## config.mk

```make
export PLATFORM = sky130hd
export DESIGN_NAME = ddi_link_rx
export DESIGN_NICKNAME = d
export VERILOG_FILES = /design/src/rtl/ddi_link_pkg.sv /design/src/rtl/ddi_sync_fifo.sv /design/src/rtl/ddi_link_rx.sv
export SDC_FILE = /design/constraint.sdc
export NUM_CORES = 2
export LEC_CHECK = 0
export CELL_PAD_IN_SITES_DETAIL_PLACEMENT = 1
export CELL_PAD_IN_SITES_GLOBAL_PLACEMENT = 1
export CORE_UTILIZATION = 35
export DETAILED_ROUTE_END_ITERATION = 8
export GPL_TIMING_DRIVEN = 0
export PLACE_DENSITY = 0.55
export RECOVER_POWER = 50
export SLEW_MARGIN = 5
export SYNTH_ARGS = -nofsm -noshare
export SYNTH_HDL_FRONTEND = slang
export SYNTH_SLANG_ARGS = --single-unit
```

## constraint.sdc

```tcl
create_clock -name clk -period 66.1 [get_ports clk]
set_input_delay 13.22 -clock clk [delete_from_list [all_inputs] [get_ports clk]]
set_output_delay 13.22 -clock clk [all_outputs]
set_load 0.005 [all_outputs]
```

## src/rtl/ddi_link_pkg.sv

```systemverilog
// Shared link-layer definitions for the DDI receiver and endpoint.
package ddi_link_pkg;
    localparam int DDI_FLIT_WIDTH   = 256;
    localparam int DDI_CREDIT_WIDTH = 4;

    typedef enum logic [1:0] {
        RX_INIT   = 2'd0,
        RX_ACTIVE = 2'd1,
        RX_ERROR  = 2'd2
    } rx_state_e;
endpackage

```

## src/rtl/ddi_sync_fifo.sv

```systemverilog
// Synchronous receive buffer with flush; head entry read straight from storage registers.
module ddi_sync_fifo #(
    parameter int WIDTH = 256,
    parameter int DEPTH = 8
) (
    input  logic                     clk,
    input  logic                     rst_n,
    input  logic                     push,
    input  logic                     pop,
    input  logic                     flush,
    input  logic [WIDTH-1:0]         din,
    output logic [WIDTH-1:0]         dout,
    output logic [$clog2(DEPTH):0]   count,
    output logic                     full,
    output logic                     empty
);
    localparam int AW = $clog2(DEPTH);

    logic [WIDTH-1:0] mem [DEPTH];
    logic [AW-1:0]    wr_ptr, rd_ptr;

    always_ff @(posedge clk or negedge rst_n) begin
        if (!rst_n) begin
            wr_ptr <= '0;
            rd_ptr <= '0;
            count  <= '0;
        end else if (flush) begin
            wr_ptr <= '0;
            rd_ptr <= '0;
            count  <= '0;
        end else begin
            // DEPTH is a power of two, so pointer overflow is the wrap
            if (push) wr_ptr <= wr_ptr + AW'(1);
            if (pop)  rd_ptr <= rd_ptr + AW'(1);
            case ({push, pop})
                2'b10:   count <= count + (AW+1)'(1);
                2'b01:   count <= count - (AW+1)'(1);
                default: count <= count;
            endcase
        end
    end

    always_ff @(posedge clk) begin
        if (push && !flush) mem[wr_ptr] <= din;
    end

    assign dout  = mem[rd_ptr];
    assign full  = (count == (AW+1)'(DEPTH));
    assign empty = (count == '0);
endmodule

```

## src/rtl/ddi_link_rx.sv

```systemverilog
// Credit-based link receiver: parity check, receive buffer, credit return and error FSM.
module ddi_link_rx
    import ddi_link_pkg::*;
#(
    parameter int FLIT_WIDTH    = DDI_FLIT_WIDTH,
    parameter int FIFO_DEPTH    = 8,
    parameter int CREDIT_WIDTH  = DDI_CREDIT_WIDTH,
    parameter int CREDIT_THRESH = 4
) (
    input  logic                          clk,
    input  logic                          rst_n,
    input  logic [FLIT_WIDTH-1:0]         lnk_flit,
    input  logic                          lnk_parity,
    input  logic                          lnk_valid,
    output logic [CREDIT_WIDTH-1:0]       crd_ret,
    output logic                          crd_ret_valid,
    output logic [FLIT_WIDTH-1:0]         out_flit,
    output logic                          out_valid,
    input  logic                          out_ready,
    output logic                          par_err,
    output logic                          ovf_err,
    input  logic                          err_clr,
    output logic                          link_up,
    output logic [$clog2(FIFO_DEPTH):0]   rx_count
);
    localparam int CNT_W = $clog2(FIFO_DEPTH) + 1;
    localparam logic [CREDIT_WIDTH-1:0] DEPTH_CRD  = CREDIT_WIDTH'(FIFO_DEPTH);
    localparam logic [CREDIT_WIDTH-1:0] THRESH_CRD = CREDIT_WIDTH'(CREDIT_THRESH);

    rx_state_e                state, state_nxt;
    logic [CREDIT_WIDTH-1:0]  pending, pending_nxt, ret_q, ret_nxt;
    logic [CREDIT_WIDTH:0]    pend_sum;
    logic                     ret_vld_q, ret_vld_nxt, ret_now;
    logic                     par_err_nxt, ovf_err_nxt, par_drop;
    logic                     push, pop, flush, fifo_full, fifo_empty, parity_ok, init_grant;
    logic [CNT_W-1:0]         count;

    assign parity_ok = ((^lnk_flit) == lnk_parity);

    always_comb begin
        state_nxt   = state;
        push        = 1'b0;
        pop         = 1'b0;
        flush       = 1'b0;
        par_drop    = 1'b0;
        ret_now     = 1'b0;
        ret_nxt     = '0;
        ret_vld_nxt = 1'b0;
        pend_sum    = '0;
        pending_nxt = pending;
        par_err_nxt = par_err;
        ovf_err_nxt = ovf_err;
        case (state)
            RX_INIT: begin
                pending_nxt = '0;
                state_nxt   = RX_ACTIVE;
            end
            RX_ACTIVE: begin
                pop = !fifo_empty && out_ready;
                if (lnk_valid) begin
                    if (!parity_ok) begin
                        par_drop    = 1'b1;
                        par_err_nxt = 1'b1;
                    end else if (fifo_full && !pop) begin
                        ovf_err_nxt = 1'b1;
                        state_nxt   = RX_ERROR;
                    end else begin
                        push = 1'b1;
                    end
                end
                if (err_clr) par_err_nxt = 1'b0;
                // No return is launched on the overflow cycle; ERROR must stay silent
                ret_now = (state_nxt == RX_ACTIVE) &&
                          ((pending >= THRESH_CRD) || (pending != '0 && fifo_empty));
                if (ret_now) begin
                    ret_nxt     = pending;
                    ret_vld_nxt = 1'b1;
                end
                pend_sum = (ret_now ? '0 : {1'b0, pending}) +
                           (CREDIT_WIDTH+1)'(pop) + (CREDIT_WIDTH+1)'(par_drop);
                pending_nxt = (pend_sum > {1'b0, DEPTH_CRD}) ? DEPTH_CRD
                                                             : pend_sum[CREDIT_WIDTH-1:0];
            end
            RX_ERROR: begin
                if (err_clr) begin
                    flush       = 1'b1;
                    pending_nxt = '0;
                    par_err_nxt = 1'b0;
                    ovf_err_nxt = 1'b0;
                    state_nxt   = RX_INIT;
                end
            end
            default: state_nxt = RX_INIT;
        endcase
    end

    always_ff @(posedge clk or negedge rst_n) begin
        if (!rst_n) begin
            state     <= RX_INIT;
            pending   <= '0;
            ret_q     <= '0;
            ret_vld_q <= 1'b0;
            par_err   <= 1'b0;
            ovf_err   <= 1'b0;
        end else begin
            state     <= state_nxt;
            pending   <= pending_nxt;
            ret_q     <= ret_nxt;
            ret_vld_q <= ret_vld_nxt;
            par_err   <= par_err_nxt;
            ovf_err   <= ovf_err_nxt;
        end
    end

    ddi_sync_fifo #(
        .WIDTH (FLIT_WIDTH),
        .DEPTH (FIFO_DEPTH)
    ) u_fifo (
        .clk   (clk),
        .rst_n (rst_n),
        .push  (push),
        .pop   (pop),
        .flush (flush),
        .din   (lnk_flit),
        .dout  (out_flit),
        .count (count),
        .full  (fifo_full),
        .empty (fifo_empty)
    );

    // INIT grant is qualified by rst_n so nothing is advertised while held in reset
    assign init_grant    = (state == RX_INIT) && rst_n;
    assign crd_ret_valid = init_grant || ret_vld_q;
    assign crd_ret       = init_grant ? DEPTH_CRD : ret_q;
    assign link_up       = (state == RX_ACTIVE);
    assign out_valid     = link_up && !fifo_empty;
    assign rx_count      = count;
endmodule
```

==> Word-level counts from Yosys, hierarchy flattened <==
Memories as Yosys holds them, arrays and structs flattened.
Cells that the tools add are included.
{ "word_totals": {"reg_bits": 23, "mem_bits_rw": 2048, "inputBits": 262, "out_inout_bits": 269, "word_cells": 97, "n_memories": 1} }
{ "mem_list": {"columns": ["name", "words", "word_bits", "read_ports", "rd_clocked_by_memory_dff", "write_ports", "line_no", "source"], "rows": [
  ["u_fifo.mem", 8, 256, 1, 0, 1, "ddi_sync_fifo.sv:19", "logic [WIDTH-1:0] mem [DEPTH];"]
]} }
{ "op_classes": {"addsub": 6, "n_lt_le_gt_ge": 2, "eq_ne": 13, "n_mux": 42, "reduce_logical": 24} }
{ "ops": {"columns": ["operator", "n"], "rows": [
  ["parity 256 bit", 1],
  ["2-to-1 mux 4 bit", 7],
  ["2-to-1 mux 1 bit", 21],
  ["2-to-1 mux 3 bit", 4],
  ["one-hot mux 4 bit (3 select lines)", 1],
  ["2-to-1 mux 2 bit", 5],
  ["one-hot mux 4 bit (2 select lines)", 1],
  ["logical AND 1 bit", 7],
  ["adder 3 x 1 -> 3 bit, second input constant", 2],
  ["equality test 2 x 1 -> 1 bit, second input constant", 3],
  ["!= test 3 bit, second input constant", 2],
  ["one-hot mux 2 bit (3 select lines)", 1],
  ["nonzero test 2 bit", 3],
  ["nonzero test 3 bit", 2],
  ["adder 4 x 1 -> 5 bit", 1],
  ["adder 5 x 1 -> 5 bit", 1],
  ["greater-than comparator 5 x 4 -> 1 bit, second input constant", 1],
  ["AND reduction 5 bit", 1],
  ["adder 4 x 1 -> 4 bit, second input constant", 1],
  ["equality test 2 bit, second input constant", 2],
  ["equality test 4 bit, second input constant", 1],
  [">= comparator 4 x 3 -> 1 bit, second input constant", 1],
  ["zero test 4 bit", 1],
  ["!= test 2 x 1 -> 1 bit, second input constant", 2],
  ["10 further kinds", 15]
]} }

==> Longest topological paths before layout <==
{ "logic_depth": {"word_depth": 17, "mapped_depth": 17, "mapped_depth_nobuf": 17} }

==> By module <==
A second synthesis with hierarchy kept.
{ "unflattened": {"hier_cells": 3365, "hier_area_um2": 80516.0} }
{ "by_module_without_submodules": {"columns": ["module", "n_inst", "cells_each", "area_each_um2", "seq_area_each_um2"], "rows": [
  ["ddi_sync_fifo", 1, 3037, 77540.6, 61749.2],
  ["ddi_link_rx", 1, 328, 2975.4, 325.3]
]} }

==> Least setup slack after synthesis <==
No wires, ideal clock.
{ "synth_path": {"path_kind": "input to register", "start": "input port lnk_flit[194]", "end": "memory u_fifo.mem[4][0] (enable)", "arrival_time_ns": 41.161, "t_required_ns": 64.513, "setup_slack_ns": 23.352, "cell_stages": 9, "n_path_buf": 0, "path_cell_list": "xor2_1 xnor2_1 xnor2_1 xnor2_1 xnor3_1 xnor3_1 xnor3_2 nand2_2 nor4b_1"} }
{ "synth_via": {"elab_chain_len": 8} }
{ "synth_lines": {"columns": ["item", "line_no", "source"], "rows": [
  ["start: declaration", "ddi_link_rx.sv:12", "input logic [FLIT_WIDTH-1:0] lnk_flit,"],
  ["parity 256 bit", "ddi_link_rx.sv:38", "assign parity_ok = ((^lnk_flit) == lnk_parity);"],
  ["equality test 1 bit", "ddi_link_rx.sv:38", null],
  ["2-to-1 mux 1 bit", "ddi_link_rx.sv:61", "if (!parity_ok) begin"],
  ["2-to-1 mux 1 bit", "ddi_link_rx.sv:60", "if (lnk_valid) begin"],
  ["2-to-1 mux 1 bit", "ddi_link_rx.sv:53", "case (state)"],
  ["logical AND 1 bit", "ddi_sync_fifo.sv:44", "if (push && !flush) mem[wr_ptr] <= din;"],
  ["2-to-1 mux 1 bit", "ddi_sync_fifo.sv:44", null],
  ["2-to-1 mux 1 bit (not written as such)", "ddi_sync_fifo.sv:44", null],
  ["end: declaration", "ddi_sync_fifo.sv:19", null]
]} }
Every way passes these cells.

==> Worst setup path in the final report <==
{ "layout_path": {"start": "input port rst_n", "end": "output port crd_ret[3]"} }
{ "layout_via": {"elab_chain_len": 2} }
{ "layout_lines": {"columns": ["item", "line_no", "source"], "rows": [
  ["start: declaration", "ddi_link_rx.sv:11", "input logic rst_n,"],
  ["logical AND 1 bit", "ddi_link_rx.sv:132", "assign init_grant = (state == RX_INIT) && rst_n;"],
  ["2-to-1 mux 4 bit", "ddi_link_rx.sv:134", "assign crd_ret = init_grant ? DEPTH_CRD : ret_q;"],
  ["end: declaration", "ddi_link_rx.sv:15", "output logic [CREDIT_WIDTH-1:0] crd_ret,"]
]} }
Every way passes these cells.

==> reports/metrics.cfg <==
[layout]
final_area_um2=99200
nFillCells=21100
fin_nets=4702
drive_gt1_frac=0.308
multi_input_area_um2=17400
area_growth_pct=24.0
regArea_um2=62100

[floorplanning]
initial_utilization=0.352
rows=175
io_pins=531
die_y_um=480
coreArea_um2=227000
die_w_um=480
design.die.area_um2=231000

[placement]
placed_area_um2=92200
dp_hpwl_um=158000
gp_congestion=0.716
port_buffers=530

[logic_synthesis]
synth_edf_count=2048
synth.largest_area_cell=edfxtp_1
yosysTopAreaCellShare=0.768
yosysMostFrequentCell=edfxtp_1
netlist_top_cells_count=edfxtp_1 (2048), mux4_2 (512), mux2_2 (256)
synthCells=3350
avgSynthCellArea_um2=23.9
synth_flop_cell=edfxtp_1
yosys-top-cells-area=edfxtp_1 (77%), mux4_2 (14%), mux2_2 (3.6%)
syn_area_um2=80000
synthArstFlopShare=0.0111
synth_seq_area_share=0.776
synth-seq-cells=2071
synth_cell_types=42
synth_fp_nets=3619
yosys_warnings=0

[worst_setup_path]
crit_fanout=24
criticalPathCategory=in -> out
slowest_delay_ns=1.15
worstPathRequired_ns=52.88
path_cells=clkbuf_1, nor3b_1, or2_2, clkdlybuf4s50_1
crit_buf_inv=2
crit_path_end_kind=primary output
critPathSlowestCell=clkbuf_1
critPathLaunchType=input port
r2r_cells=11
cpLargestDelayFamily=buffers and inverters
crit_arrival_ns=15.58
crit_cells=4

[sta]
slew_headroom=-0.214
tightest_slew_ns=1.82
finalMaxSlewViolations=146
holdWs_ns=0.489
hold_viol_final=0
post-route-period-util=0.436
clock_skew_ns=0.0276
rsz0062_at_grt=no
setup_viol=0
fmax_ghz=0.0347
min_period_ns=28.80

[global_route]
grt_pass1_vias=41600
grt_max_degree=25
grt_pass1_wl_um=314000
overflow=0
grtUsageTotal=0.191
antenna_found_initial=107

[cts]
cts_hold_buf=0
htreeDepth=4
cts_tree=built
worst_skew_pair.late_latency_ns=0.83
clock-root-buffer=clkbuf_16
clk_path_buf_depth=3
cts_setup_buffers=0
cts.clk_slew.worst_paths_ns=0.06
cts_made_buffers=224
cts.sinks=2071
cts_resized=0

[drt]
drt_iter0_markers=2738
route.detailed.drc=0
wire_per_inst_um=28.9
drt-pass1-iter-count=5
vias=38500
routed_via_density=5.03
wirelength_um=221000
final_antenna_net_count=0

[min_path]
min_path_cells=1
worstHoldPathType=reg -> reg

[power_and_ir_drop]
p_per_area_nw_per_um2=63.6
peakVddDrop_uv=31.6
leakage_nw=31.6

[status]
outcome=finished with violations
violations=capacitance limit, slew limit

[run]
drv_cap=8

-- flip-flops by register name, summed over array words and instances, names as in the netlist --
name           flops
u_fifo.mem      2048
pending            4
ret_q              4
ovf_err            1
u_fifo.wr_ptr      3
ret_vld_q          1
par_err            1
state              2
u_fifo.count       4
u_fifo.rd_ptr      3
-- area by class of cell --
type / instances / area share
clock inverter: 130 / 0.0122
antenna: 35 / 0.000883
clock buffer: 277 / 0.0594
buffer: 148 / 0.00574
tap: 3009 / 0.0379
multi-input combinational: 1123 / 0.175
timing repair buffer: 857 / 0.0828
inverter: 8 / 0.000303
sequential: 2071 / 0.626
-- layer usage --
layer | global-route usage | vias to the layer above | share of wire
met5 | 0 | - | 0.0022
met4 | 0.0403 | 76 | 0.019
met3 | 0.0587 | 347 | 0.073
met2 | 0.313 | 986 | 0.48
met1 | 0.251 | 20800 | 0.42
li1 | - | 16300 | -
-- per-stage QoR --
| step | util | total power [mW] | std cells | setup TNS, ns | worst slack [ns] |
|---|---|---|---|---|---|
| finish | 0.437 | 6.31 | 7658 | 0 | 37.30 |
| global route | 0.436 | 6.64 | 7633 | 0 | 36.89 |
| detailed placement | 0.406 | 5.23 | 7216 | 0 | 37.83 |
| global placement | 0.392 | 5.88 | 6889 | -8172.85 | -12.18 |
| CTS | 0.437 | 6.47 | 7623 | 0 | 37.83 |
| floorplan | - | 4.29 | 3350 | 0 | 23.35 |
-- placed cells by master (no fill, tap or decap), types with 41 or more instances in the layout --
cell,count
clkbuf_1,134
xnor2_1,219
buf_6,66
buf_1,61
edfxtp_1,2048
clkbuf_16,228
mux4_2,512
mux2_2,256
clkdlybuf4s50_1,263
buf_4,228
clkinv_2,50
dlygate4sd3_1,266
clkinv_1,41
-- where the power goes --
group / internal (mW) / switching, mW / total (mW) / leakage, nW
Combinational: 1.27 / 1.48 / 2.74 / 9.37
Sequential: 2.22 / 0.126 / 2.35 / 18.8
Clock: 0.704 / 0.515 / 1.22 / 3.48
Total: 4.19 / 2.12 / 6.31 / 31.6
-- logic make-up after synthesis --
family | share of synthesized area
multiplexers | 0.181
buffers and inverters | 0.00743
flip-flops | 0.776
adder cells (fa/ha/maj) | 0.00128
AND/OR/NAND/NOR | 0.00452
XOR/XNOR | 0.0289
AO/OA/AOI/OAI | 0.00175
-- final timing paths --
| check | from | endpoint | slack [ns] |
|---|---|---|---|
| min in group asynchronous | rst_n | ret_vld_q | 12.79 |
| hold / removal | ovf_err | ovf_err | 0.49 |
| setup reg to reg | state[1] | u_fifo.mem[7][244] | 60.42 |
| max in group asynchronous | rst_n | u_fifo.rd_ptr[0] | 52.35 |
| hold reg to reg | ovf_err | ovf_err | 0.49 |
| setup / recovery | rst_n | crd_ret[3] | 37.30 |
Power figures use the tool's default switching activity.
